$ cat src/rtl/pipeline_pkg.sv
// Shared definitions for the MIPS pipeline control blocks:
// forwarding-select codes, hazard sequencer states and the operand priority rule.
package pipeline_pkg;

    localparam logic [1:0] FWD_REG  = 2'b00;
    localparam logic [1:0] FWD_MEM  = 2'b01;
    localparam logic [1:0] FWD_WB   = 2'b10;
    localparam logic [4:0] REG_ZERO = 5'd0;

    typedef enum logic [1:0] {
        RUN      = 2'd0,
        LU_STALL = 2'd1,
        FLUSH    = 2'd2
    } hz_state_t;

    // The youngest producer (EX/MEM) wins over write-back; r0 is hard-wired zero.
    function automatic logic [1:0] fwd_sel(
        input logic [4:0] src,
        input logic [4:0] mem_reg,
        input logic       mem_wr,
        input logic [4:0] wb_reg,
        input logic       wb_wr
    );
        logic [1:0] sel;
        sel = FWD_REG;
        if (mem_wr && (mem_reg != REG_ZERO) && (mem_reg == src)) begin
            sel = FWD_MEM;
        end else if (wb_wr && (wb_reg != REG_ZERO) && (wb_reg == src)) begin
            sel = FWD_WB;
        end
        return sel;
    endfunction

endpackage

$ cat src/rtl/hazard_ctrl_fwd_unit.sv
// Combinational EX operand forwarding selects for both ALU operands.
module hazard_ctrl_fwd_unit
    import pipeline_pkg::*;
(
    input  logic [4:0] i_ex_rs,
    input  logic [4:0] i_ex_rt,
    input  logic [4:0] i_mem_write_reg,
    input  logic       i_mem_reg_write,
    input  logic [4:0] i_wb_write_reg,
    input  logic       i_wb_reg_write,
    output logic [1:0] o_fwd_a,
    output logic [1:0] o_fwd_b
);

    assign o_fwd_a = fwd_sel(i_ex_rs, i_mem_write_reg, i_mem_reg_write,
                             i_wb_write_reg, i_wb_reg_write);
    assign o_fwd_b = fwd_sel(i_ex_rt, i_mem_write_reg, i_mem_reg_write,
                             i_wb_write_reg, i_wb_reg_write);

endmodule

$ cat src/rtl/hazard_ctrl.sv
// Pipeline hazard controller: load-use stall / branch flush / busy-hold sequencer,
// operand forwarding and a saturating count of cycles in which the PC was held.
module hazard_ctrl
    import pipeline_pkg::*;
#(
    parameter int CNT_W     = 16,
    parameter int FLUSH_CYC = 1
) (
    input  logic             clk,
    input  logic             rst,
    input  logic [4:0]       id_rs,
    input  logic [4:0]       id_rt,
    input  logic             id_uses_rs,
    input  logic             id_uses_rt,
    input  logic [4:0]       ex_rs,
    input  logic [4:0]       ex_rt,
    input  logic [4:0]       ex_write_reg,
    input  logic             ex_reg_write,
    input  logic             ex_mem_to_reg,
    input  logic             ex_branch_taken,
    input  logic             ex_busy,
    input  logic [4:0]       mem_write_reg,
    input  logic             mem_reg_write,
    input  logic [4:0]       wb_write_reg,
    input  logic             wb_reg_write,
    output logic             pc_en,
    output logic             ifid_en,
    output logic             ifid_flush,
    output logic             idex_en,
    output logic             idex_flush,
    output logic [1:0]       fwd_a,
    output logic [1:0]       fwd_b,
    output logic [CNT_W-1:0] stall_cnt,
    output logic [1:0]       dbg_state
);

    // Cycles still to flush once in FLUSH; the branch cycle itself is the first.
    localparam logic [1:0] FLUSH_INIT = 2'(FLUSH_CYC - 1);

    hz_state_t        r_state;
    hz_state_t        w_state_nxt;
    logic [1:0]       r_flush_cnt;
    logic [1:0]       w_flush_nxt;
    logic [CNT_W-1:0] r_stall_cnt;

    logic       w_lu;
    logic       w_pc_en;
    logic       w_ifid_en;
    logic       w_ifid_flush;
    logic       w_idex_en;
    logic       w_idex_flush;
    logic [1:0] w_fwd_a;
    logic [1:0] w_fwd_b;

    hazard_ctrl_fwd_unit u_fwd (
        .i_ex_rs         (ex_rs),
        .i_ex_rt         (ex_rt),
        .i_mem_write_reg (mem_write_reg),
        .i_mem_reg_write (mem_reg_write),
        .i_wb_write_reg  (wb_write_reg),
        .i_wb_reg_write  (wb_reg_write),
        .o_fwd_a         (w_fwd_a),
        .o_fwd_b         (w_fwd_b)
    );

    assign w_lu = ex_reg_write && ex_mem_to_reg && (ex_write_reg != REG_ZERO) &&
                  ((id_uses_rs && (id_rs == ex_write_reg)) ||
                   (id_uses_rt && (id_rt == ex_write_reg)));

    always_ff @(posedge clk or posedge rst) begin
        if (rst) begin
            r_state     <= RUN;
            r_flush_cnt <= 2'd0;
        end else begin
            r_state     <= w_state_nxt;
            r_flush_cnt <= w_flush_nxt;
        end
    end

    always_comb begin
        w_state_nxt  = r_state;
        w_flush_nxt  = r_flush_cnt;
        w_pc_en      = 1'b1;
        w_ifid_en    = 1'b1;
        w_idex_en    = 1'b1;
        w_ifid_flush = 1'b0;
        w_idex_flush = 1'b0;
        case (r_state)
            RUN: begin
                // Branch beats busy, busy beats load-use.
                if (ex_branch_taken) begin
                    w_ifid_flush = 1'b1;
                    w_idex_flush = 1'b1;
                    if (FLUSH_CYC > 1) begin
                        w_state_nxt = FLUSH;
                        w_flush_nxt = FLUSH_INIT;
                    end
                end else if (ex_busy) begin
                    w_pc_en   = 1'b0;
                    w_ifid_en = 1'b0;
                    w_idex_en = 1'b0;
                end else if (w_lu) begin
                    w_pc_en      = 1'b0;
                    w_ifid_en    = 1'b0;
                    w_idex_flush = 1'b1;
                    w_state_nxt  = LU_STALL;
                end
            end
            LU_STALL: begin
                w_state_nxt = RUN;
            end
            FLUSH: begin
                w_ifid_flush = 1'b1;
                w_flush_nxt  = r_flush_cnt - 2'd1;
                if (r_flush_cnt <= 2'd1) begin
                    w_state_nxt = RUN;
                end
            end
            default: begin
                w_state_nxt = RUN;
                w_flush_nxt = 2'd0;
            end
        endcase
    end

    always_ff @(posedge clk or posedge rst) begin
        if (rst) begin
            r_stall_cnt <= '0;
        end else if (!w_pc_en && (r_stall_cnt != '1)) begin
            r_stall_cnt <= r_stall_cnt + CNT_W'(1);
        end
    end

    // Reset holds the whole front end frozen and bubbled, independent of the clock.
    assign pc_en      = rst ? 1'b0    : w_pc_en;
    assign ifid_en    = rst ? 1'b0    : w_ifid_en;
    assign idex_en    = rst ? 1'b0    : w_idex_en;
    assign ifid_flush = rst ? 1'b1    : w_ifid_flush;
    assign idex_flush = rst ? 1'b1    : w_idex_flush;
    assign fwd_a      = rst ? FWD_REG : w_fwd_a;
    assign fwd_b      = rst ? FWD_REG : w_fwd_b;
    assign stall_cnt  = r_stall_cnt;
    assign dbg_state  = r_state;

endmodule

$ cat config.mk
export PLATFORM = sky130hd
export DESIGN_NAME = hazard_ctrl
export DESIGN_NICKNAME = d
export VERILOG_FILES = /design/src/rtl/pipeline_pkg.sv /design/src/rtl/hazard_ctrl_fwd_unit.sv /design/src/rtl/hazard_ctrl.sv
export SDC_FILE = /design/constraint.sdc
export NUM_CORES = 1
export LEC_CHECK = 0
export BUFFER_PORTS_ARGS = -buffer_cell sky130_fd_sc_hd__buf_2
export CELL_PAD_IN_SITES_DETAIL_PLACEMENT = 1
export CELL_PAD_IN_SITES_GLOBAL_PLACEMENT = 2
export CORE_ASPECT_RATIO = 0.5
export CORE_MARGIN = 1
export CORE_UTILIZATION = 26
export DETAILED_ROUTE_END_ITERATION = 8
export PLACE_DENSITY = 0.93
export SLEW_MARGIN = 20
export SYNTH_ARGS = -nofsm -noshare
export SYNTH_HDL_FRONTEND = slang
export SYNTH_SLANG_ARGS = --single-unit
$ cat constraint.sdc
create_clock -name clk -period 2.9 [get_ports clk]
set_input_delay 0.145 -clock clk [delete_from_list [all_inputs] [get_ports clk]]
set_output_delay 0.145 -clock clk [all_outputs]
set_load 0.03 [all_outputs]
==> results of run 1 <==
report_power, final:
part | switching, mW | internal (mW) | leakage (nW) | total (mW)
registers | 0.0519 | 0.273 | 0.224 | 0.325
clock network | 0.0812 | 0.0975 | 0.0228 | 0.179
logic | 0.191 | 0.123 | 0.625 | 0.314
total | 0.324 | 0.494 | 0.872 | 0.818
stage by stage:
step	setup slack [ns]	hold slack (ns)	cell area [um^2]	utilization	std cells
3_5_place_dp	0.944	0.225	1720	0.374	278
4_1_cts	0.427	0.0930	1780	0.385	283
6_report	0.448	0.0993	1780	0.385	283
3_3_place_gp	0.982	0.219	1720	0.374	278
2_1_floorplan	0.611	0.0852	1310	-	144
5_1_grt	0.287	0.118	1780	0.385	283
critical path: cells and delay by family:
family	cells	cell delay (ns)
buffers and inverters	5	1.23
AND/OR/NAND/NOR	2	0.77
AO/OA/AOI/OAI	1	0.15
flip-flops by register name, indices dropped and copies added (netlist names):
name       flops
dbg_state      1
stall_cnt     16
layer usage:
layer  GRT usage  part of all wire  up-vias
li1            -                 -      656
met1       0.191              0.45      659
met2       0.282              0.52       23
met3      0.0200             0.026        2
met4      0.0429            0.0082        0
met5           0                 0        -
cell families after synthesis:
group | count (synthesis)
compound gates | 15
xor+xnor | 44
fa+ha+maj | 1
buf+inv | 7
flops | 17
mux | 1
other cells | 1
simple gates | 58
placed cells by master (no fill, tap or decap), types with 3 or more instances in the layout:
cell,Yosys,layout
a21oi_1,3,3
buf_2,0,70
clkbuf_8,0,3
dfrtp_1,17,17
inv_1,4,4
nand2_1,11,11
nand3_1,9,9
nand4_1,5,5
nor2_1,8,8
nor3_1,6,6
nor4_1,7,7
o21ai_0,3,3
or4_1,4,4
xnor2_1,24,24
xor2_1,20,20
what timing repair did:
item                                    in CTS  in global routing
endpoints found under the setup margin       0                  0
hold buffers                                 1                  0
hold endpoints to repair                    17                  0
area by class of cell:
class,instances,area [um^2]
Tap cell,66,82.6
Sequential cell,17,425
Timing Repair Buffer,72,368
Clock buffer,4,45.0
Fill cell,588,2840
Inverter,4,15.0
Multi-Input combinational cell,120,843
how the worst min path moves through the flow:
stage                               endpoint       startpoint  depth (start not counted)
floorplan           dbg_state[0]$_DFFE_PP0P_              rst                          1
global placement    dbg_state[0]$_DFFE_PP0P_              rst                          3
detailed placement  dbg_state[0]$_DFFE_PP0P_              rst                          3
CTS                 dbg_state[0]$_DFFE_PP0P_  ex_branch_taken                          2
global route        dbg_state[0]$_DFFE_PP0P_  ex_branch_taken                          2
finish              dbg_state[0]$_DFFE_PP0P_  ex_branch_taken                          2
==> flow_summary.yaml, run 1 <==
synthesis:
  synthMuxAreaShare: 0.0115
  synth_top_area_share: 0.325
  synth_top_family_by_area: "XOR/XNOR gates"
  async_reset_ff_frac: 1.00
  synth-edff-count: 0
  synth.most_common_cell: "xnor2_1"
  ys.flop_type: "dfrtp_1"
  syn-mean-instance-area_um2: 9.10
  synth-seq-cells: 17
  synth_area_um2: 1310
  synth_compound_area_frac: 0.0898
  synth-simple-area-share: 0.236
  synth_xor_area_frac: 0.294
  synthDistinctLibCells: 32
  yosys.area_share.adder: 0.00955
  syn_inst: 144
  ys_seq_area_frac: 0.325
  yosysTopAreaCell: "dfrtp_1"
  synth_area_leaders: "dfrtp_1 (32%), xnor2_1 (16%), xor2_1 (13%), nand3_1 (3.4%), nor4_1 (3.3%)"
  synthesis.nets: 190
  synth_common_cells: "xnor2_1 (24), xor2_1 (20), dfrtp_1 (17), nand2_1 (11), nand3_1 (9)"
  yosys_warnings: 0
floorplan:
  die_area_um2: 5340
  rows: 17
  core_area_um2: 4620
  start_util: 0.284
  die_y_um: 52.2
  die_width_um: 102
  ios: 72
worst_setup_path:
  worstPathMaxFanout: 19
  cpMaxStageDelayCell: "or4_1"
  worst_path_largest_cell_delay_ns: 0.56
  startpoint: "rst"
  crit_type: "in2out"
  crit_top_cell: "buf_2"
  r2r-end: "stall_cnt[15]$_DFFE_PP0P_"
  arrival_ns: 2.31
  timing.rr.start: "stall_cnt[0]$_DFFE_PP0P_"
  crit_path_start_kind: "input pin"
  rr_worst_depth: 7
  path_cells: "dlygate4sd3_1 -> buf_2 -> inv_1 -> buf_4 -> o211ai_1 -> or4_1 -> nor4_1 -> buf_2"
  crit_end: "fwd_b[1]"
  crit_path_end_kind: "output pin"
  rrSetupSlack_ns: 0.98
  required_ns: 2.76
global_routing:
  grt_overflow: 0
  grtUsageTotal: 0.154
  grt_pass1_vias: 1343
  grt_pass1_wl_um: 6310
  antenna_found_initial: 0
  grt_max_degree: 20
layout:
  drive_gt1_frac: 0.364
  syn_to_final_growth_pct: 35.8
  num_antenna_cells: 0
  final_nets: 264
sta:
  hold_viol: 0
  rsz0062_at_grt: "no"
  setup_violations: 0
  finalSetupTns_ns: 0
  fmax_ghz: 0.408
  skew_ns: 0.00103
  period_share: 0.846
  max-slew-margin-rel: 0.658
  drv_slew: 0
  worst_pin_slew_ns: 0.512
  fin_crit_ns: 2.45
power_and_ir_drop:
  peakVddDrop_mv: 0.144
  cellPowerDensity_nw_per_um2: 460
  p_leak_nw: 0.872
  finalPower_uw: 818
placement:
  hpwl_um: 3160
  place_congestion: 0.849
  portBuffers: 70
clock_network:
  clock_path_buffers: 2
  cts_resized: 0
  tritoncts: "yes"
  clock-root-buffer: "clkbuf_8"
  cts_buffers: 3
  clock_latency_ns: 0.25
  htreeDepth: 1
  path_clk_slew_ns: 0.07
  cts_num_sinks: 17
  cts_setup_buffers: 0
detailed_routing:
  wirelength_um: 3780
  first_pass_iters: 4
  drc: 0
  detail-route-antenna-nets: 0
  wl_per_cell_um: 13.4
  drt-vias-per-instance: 4.73
  drt_iter0_drc: 14
  route.vias.total: 1340
worst_hold_path:
  min_path_type: "in2reg"
flow_run:
  drv_cap: 0
status:
  status: "completed"
(Power assumes the default switching activity.)
==> inputs of run 2 (changes only) <==
Settings changed: CORE_UTILIZATION 26 to 24, PLACE_DENSITY 0.93 to 0.87.
Clock period 2.9 ns to 2.42 ns, I/O delays scaled along.
==> flow_summary.yaml, run 2 (synthesis results as in run 1) <==
status:
  status: "completed"
sta:
  fmax_ghz: 0.480
  worst_pin_slew_ns: 0.509
  fin_crit_ns: 2.08
  period_share: 0.861
  drv_slew: 0
  hold_ws_ns: 0.0766
  finalSetupTns_ns: 0
  setup_violations: 0
  hold_viol: 0
  layout_setup_ws_ns: 0.336
  skew_ns: 0.00286
  rsz0062_at_grt: "no"
  max-slew-margin-rel: 0.660
placement:
  hpwl_um: 3220
  dpl.cell_count: 282
  place_congestion: 0.822
  portBuffers: 70
  dp_slack_ns: 0.457
layout:
  final_nets: 264
  syn_to_final_growth_pct: 36.2
  finalNonFillerCells: 287
  largest_reg_flops: 16
  num_antenna_cells: 0
  final_common_cell: "buf_2"
  final_cell_mix: "buf_2 (70), xnor2_1 (24), xor2_1 (20)"
  drive_gt1_frac: 0.364
clock_network:
  path_clk_slew_ns: 0.06
  ctsHoldBuffers: 1
  cts_setup_buffers: 0
  cts_buffers: 3
  tritoncts: "yes"
  clock_latency_ns: 0.25
  cts_resized: 0
  htreeDepth: 1
  clock-root-buffer: "clkbuf_8"
  clock_path_buffers: 2
  cts_num_sinks: 17
worst_hold_path:
  min_path_type: "in2reg"
power_and_ir_drop:
  power.internal_uw: 592
  power_frac_seq: 0.399
  sw_frac_of_total: 0.394
  p_sw_uw: 386
  p_leak_nw: 0.872
  clock_power_share: 0.219
  peakVddDrop_mv: 0.224
  cellPowerDensity_nw_per_um2: 548
  pwr-share-comb: 0.382
floorplan:
  ios: 72
  die_width_um: 106
  core_area_um2: 5090
  die_y_um: 54.2
  rows: 18
  start_util: 0.257
  die_area_um2: 5780
global_routing:
  grt_overflow: 0
  grt_max_degree: 19
  grtUsageTotal: 0.134
  grt_pass1_vias: 1301
  antenna_found_initial: 0
  grt_pass1_wl_um: 6090
worst_setup_path:
  required_ns: 2.30
  crit_path_start_kind: "input pin"
  arrival_ns: 1.96
  crit_path_end_kind: "output pin"
  worstPathMaxFanout: 4
  crit_type: "in2out"
flow_run:
  drv_cap: 0
detailed_routing:
  first_pass_iters: 4
  drt-vias-per-instance: 4.52
  drt_iter0_drc: 41
  wl_per_cell_um: 13.3
  detail-route-antenna-nets: 0
  wirelength_um: 3820
  route.vias.total: 1298
  drc: 0
run 2: power groups by stage:
stage                     Clock (mW)  Sequential, mW  Combinational (mW)
final                          0.214           0.390               0.374
after global routing           0.229           0.398               0.404
after CTS                      0.220           0.390               0.378
after detailed placement           0           0.395               0.376
after global placement             0           0.392               0.361
after floorplan                    0           0.469               0.155
run 2: area by class of cell:
class | instances | area [um^2]
Clock buffer | 4 | 45.0
Fill cell | 637 | 3310
Inverter | 4 | 15.0
Multi-Input combinational cell | 120 | 843
Sequential cell | 17 | 425
Tap cell | 70 | 87.6
Timing Repair Buffer | 72 | 368
run 2: per-stage QoR:
step | total power, mW | utilization | area (um^2)
after detailed placement | 0.770 | 0.340 | 1730
after global placement | 0.753 | 0.340 | 1730
after floorplan | 0.623 | - | 1310
final | 0.978 | 0.351 | 1780
after CTS | 0.988 | 0.351 | 1780
after global routing | 1.03 | 0.351 | 1780
run 2: worst max-delay path, cell delays in order:
cell           delay (ns)
dlygate4sd3_1        0.53
buf_2                0.14
inv_1                0.08
o211ai_1             0.11
or4_1                0.55
nor4_1               0.19
buf_2                0.25
run 2: path summary, 6_finish.rpt:
path                                          start                        end  slack (ns)  cells after the start
max in group asynchronous                       rst   stall_cnt[7]$_DFFE_PP0P_        1.71                      4
min                                 ex_branch_taken   dbg_state[0]$_DFFE_PP0P_        0.08                      2
min reg2reg                stall_cnt[9]$_DFFE_PP0P_   stall_cnt[9]$_DFFE_PP0P_        0.51                      1
max                                             rst                   fwd_b[1]        0.34                      7
min in group asynchronous                       rst  stall_cnt[12]$_DFFE_PP0P_        0.51                      4
max reg2reg                stall_cnt[0]$_DFFE_PP0P_  stall_cnt[15]$_DFFE_PP0P_        0.46                      7
run 2: per-layer routing:
layer,GRT usage,vias to the layer above,wire length (um)
met5,0,-,0
met3,0.0238,4,94
li1,-,653,-
met1,0.167,625,1730
met2,0.252,16,1970
met4,0.0274,0,27
==> inputs of run 3 (changes only) <==
Settings changed: CORE_MARGIN 1 to 3, RECOVER_POWER set to 25.
==> flow_summary.yaml, run 3 (synthesis results as in run 1) <==
status:
  status: "completed"
floorplan:
  core_area_um2: 5090
  die_area_um2: 6430
  start_util: 0.257
  die_width_um: 110
  rows: 18
  die_y_um: 58.2
  ios: 72
layout:
  num_antenna_cells: 0
  syn_to_final_growth_pct: 36.1
  fill_cells: 624
  finalNonFillerCells: 287
  final_area_um2: 1780
  final_cell_mix: "buf_2 (69), xnor2_1 (24), xor2_1 (20)"
  multiInputGateArea_um2: 843
  largest_reg_flops: 16
  final_common_cell: "buf_2"
  final_nets: 264
  ff_latch_area_um2: 425
  drive_gt1_frac: 0.359
worst_setup_path:
  timing.rr.start: "stall_cnt[0]$_DFFE_PP0P_"
  cpMaxStageDelayCell: "or4_1"
  arrival_ns: 2.01
  rr_worst_depth: 7
  required_ns: 2.30
  r2r-end: "stall_cnt[15]$_DFFE_PP0P_"
  worst-path-buf-inv: 4
  critical-path-top-delay-family: "buffers and inverters"
  worst_path_largest_cell_delay_ns: 0.54
  path_cells: "dlygate4sd3_1 -> clkbuf_1 -> inv_1 -> o211ai_1 -> or4_1 -> nor4_1 -> buf_2"
  crit_type: "in2out"
  crit_path_end_kind: "output pin"
  cp.depth: 7
  rrSetupSlack_ns: 0.46
  worstPathMaxFanout: 4
  crit_path_start_kind: "input pin"
clock_network:
  path_clk_slew_ns: 0.06
  tritoncts: "yes"
  htreeDepth: 1
  cts_resized: 0
  clock_latency_ns: 0.25
  cts_buffers: 3
  clock-root-buffer: "clkbuf_8"
  clock_path_buffers: 2
  cts_num_sinks: 17
global_routing:
  grt_max_degree: 19
  grt_pass1_vias: 1360
  antenna_found_initial: 0
  grt_overflow: 0
  grt_pass1_wl_um: 6560
  grtUsageTotal: 0.122
power_and_ir_drop:
  p_leak_nw: 0.870
  finalPower_uw: 968
  peakVddDrop_mv: 0.240
  cellPowerDensity_nw_per_um2: 543
detailed_routing:
  drt_iter0_drc: 46
  route.vias.total: 1313
  first_pass_iters: 4
  wirelength_um: 3960
  wl_per_cell_um: 13.8
  drc: 0
  detail-route-antenna-nets: 0
  drt-vias-per-instance: 4.57
worst_hold_path:
  min_path_cells: 2
  hold_end: "dbg_state[0]$_DFFE_PP0P_"
  min-delay-start: "ex_branch_taken"
  min_path_type: "in2reg"
sta:
  rsz0062_at_grt: "no"
  finalSetupTns_ns: 0
  max-slew-margin-rel: 0.645
  worst_pin_slew_ns: 0.533
  skew_ns: 0.000677
  hold_ws_ns: 0.0771
  fmax_ghz: 0.469
  setup_violations: 0
  drv_slew: 0
  fin_crit_ns: 2.13
  period_share: 0.881
  hold_viol: 0
placement:
  dpl.cell_count: 282
  place_congestion: 0.816
  dpl_cell_area_um2: 1730
  portBuffers: 70
  hpwl_um: 3440
flow_run:
  drv_cap: 0
[run 3: changes by cell type in the layout (fill, tap and decap cells not counted)]
cell / before / now
buf_2: 70 / 69
clkbuf_1: 1 / 2
[run 3: how the worst max path moves through the flow]
stage | from | to | slack, ns
after floorplan | rst | fwd_a[1] | 0.18
after global placement | stall_cnt[0]$_DFFE_PP0P_ | stall_cnt[15]$_DFFE_PP0P_ | 0.51
after detailed placement | stall_cnt[0]$_DFFE_PP0P_ | stall_cnt[15]$_DFFE_PP0P_ | 0.45
after CTS | rst | fwd_b[1] | 0.33
after global routing | rst | fwd_a[1] | 0.16
final | rst | fwd_b[1] | 0.29
[run 3: final cells by class]
| class | count | area share |
|---|---|---|
| timing repair buffer | 72 | 0.206 |
| clock buffer | 4 | 0.0253 |
| inverter | 4 | 0.00842 |
| sequential | 17 | 0.239 |
| multi-input combinational | 120 | 0.473 |
| tap | 70 | 0.0491 |
[run 3: through the flow]
step,setup WS [ns],utilization
after floorplan,0.179,-
after global placement,0.511,0.340
after detailed placement,0.453,0.340
after CTS,0.332,0.351
after global routing,0.157,0.350
final,0.288,0.350
[run 3: report_power, final]
part           leakage, nW  switching [mW]  internal (mW)
logic                0.623           0.221          0.146
clock network       0.0228          0.0940          0.117
registers            0.224          0.0621          0.328
total                0.870           0.378          0.591
[run 3: timing repair]
action	in CTS	in global routing
setup buffers	0	0
hold endpoints to repair	17	0
hold buffers	1	0
[run 3: metal layers]
metal	GRT usage	wire [um]	vias to the layer above
li1	-	-	655
met1	0.149	1740	643
met2	0.233	2140	15
met3	0.0229	81	0
met4	0.0175	0	0
met5	0	0	-
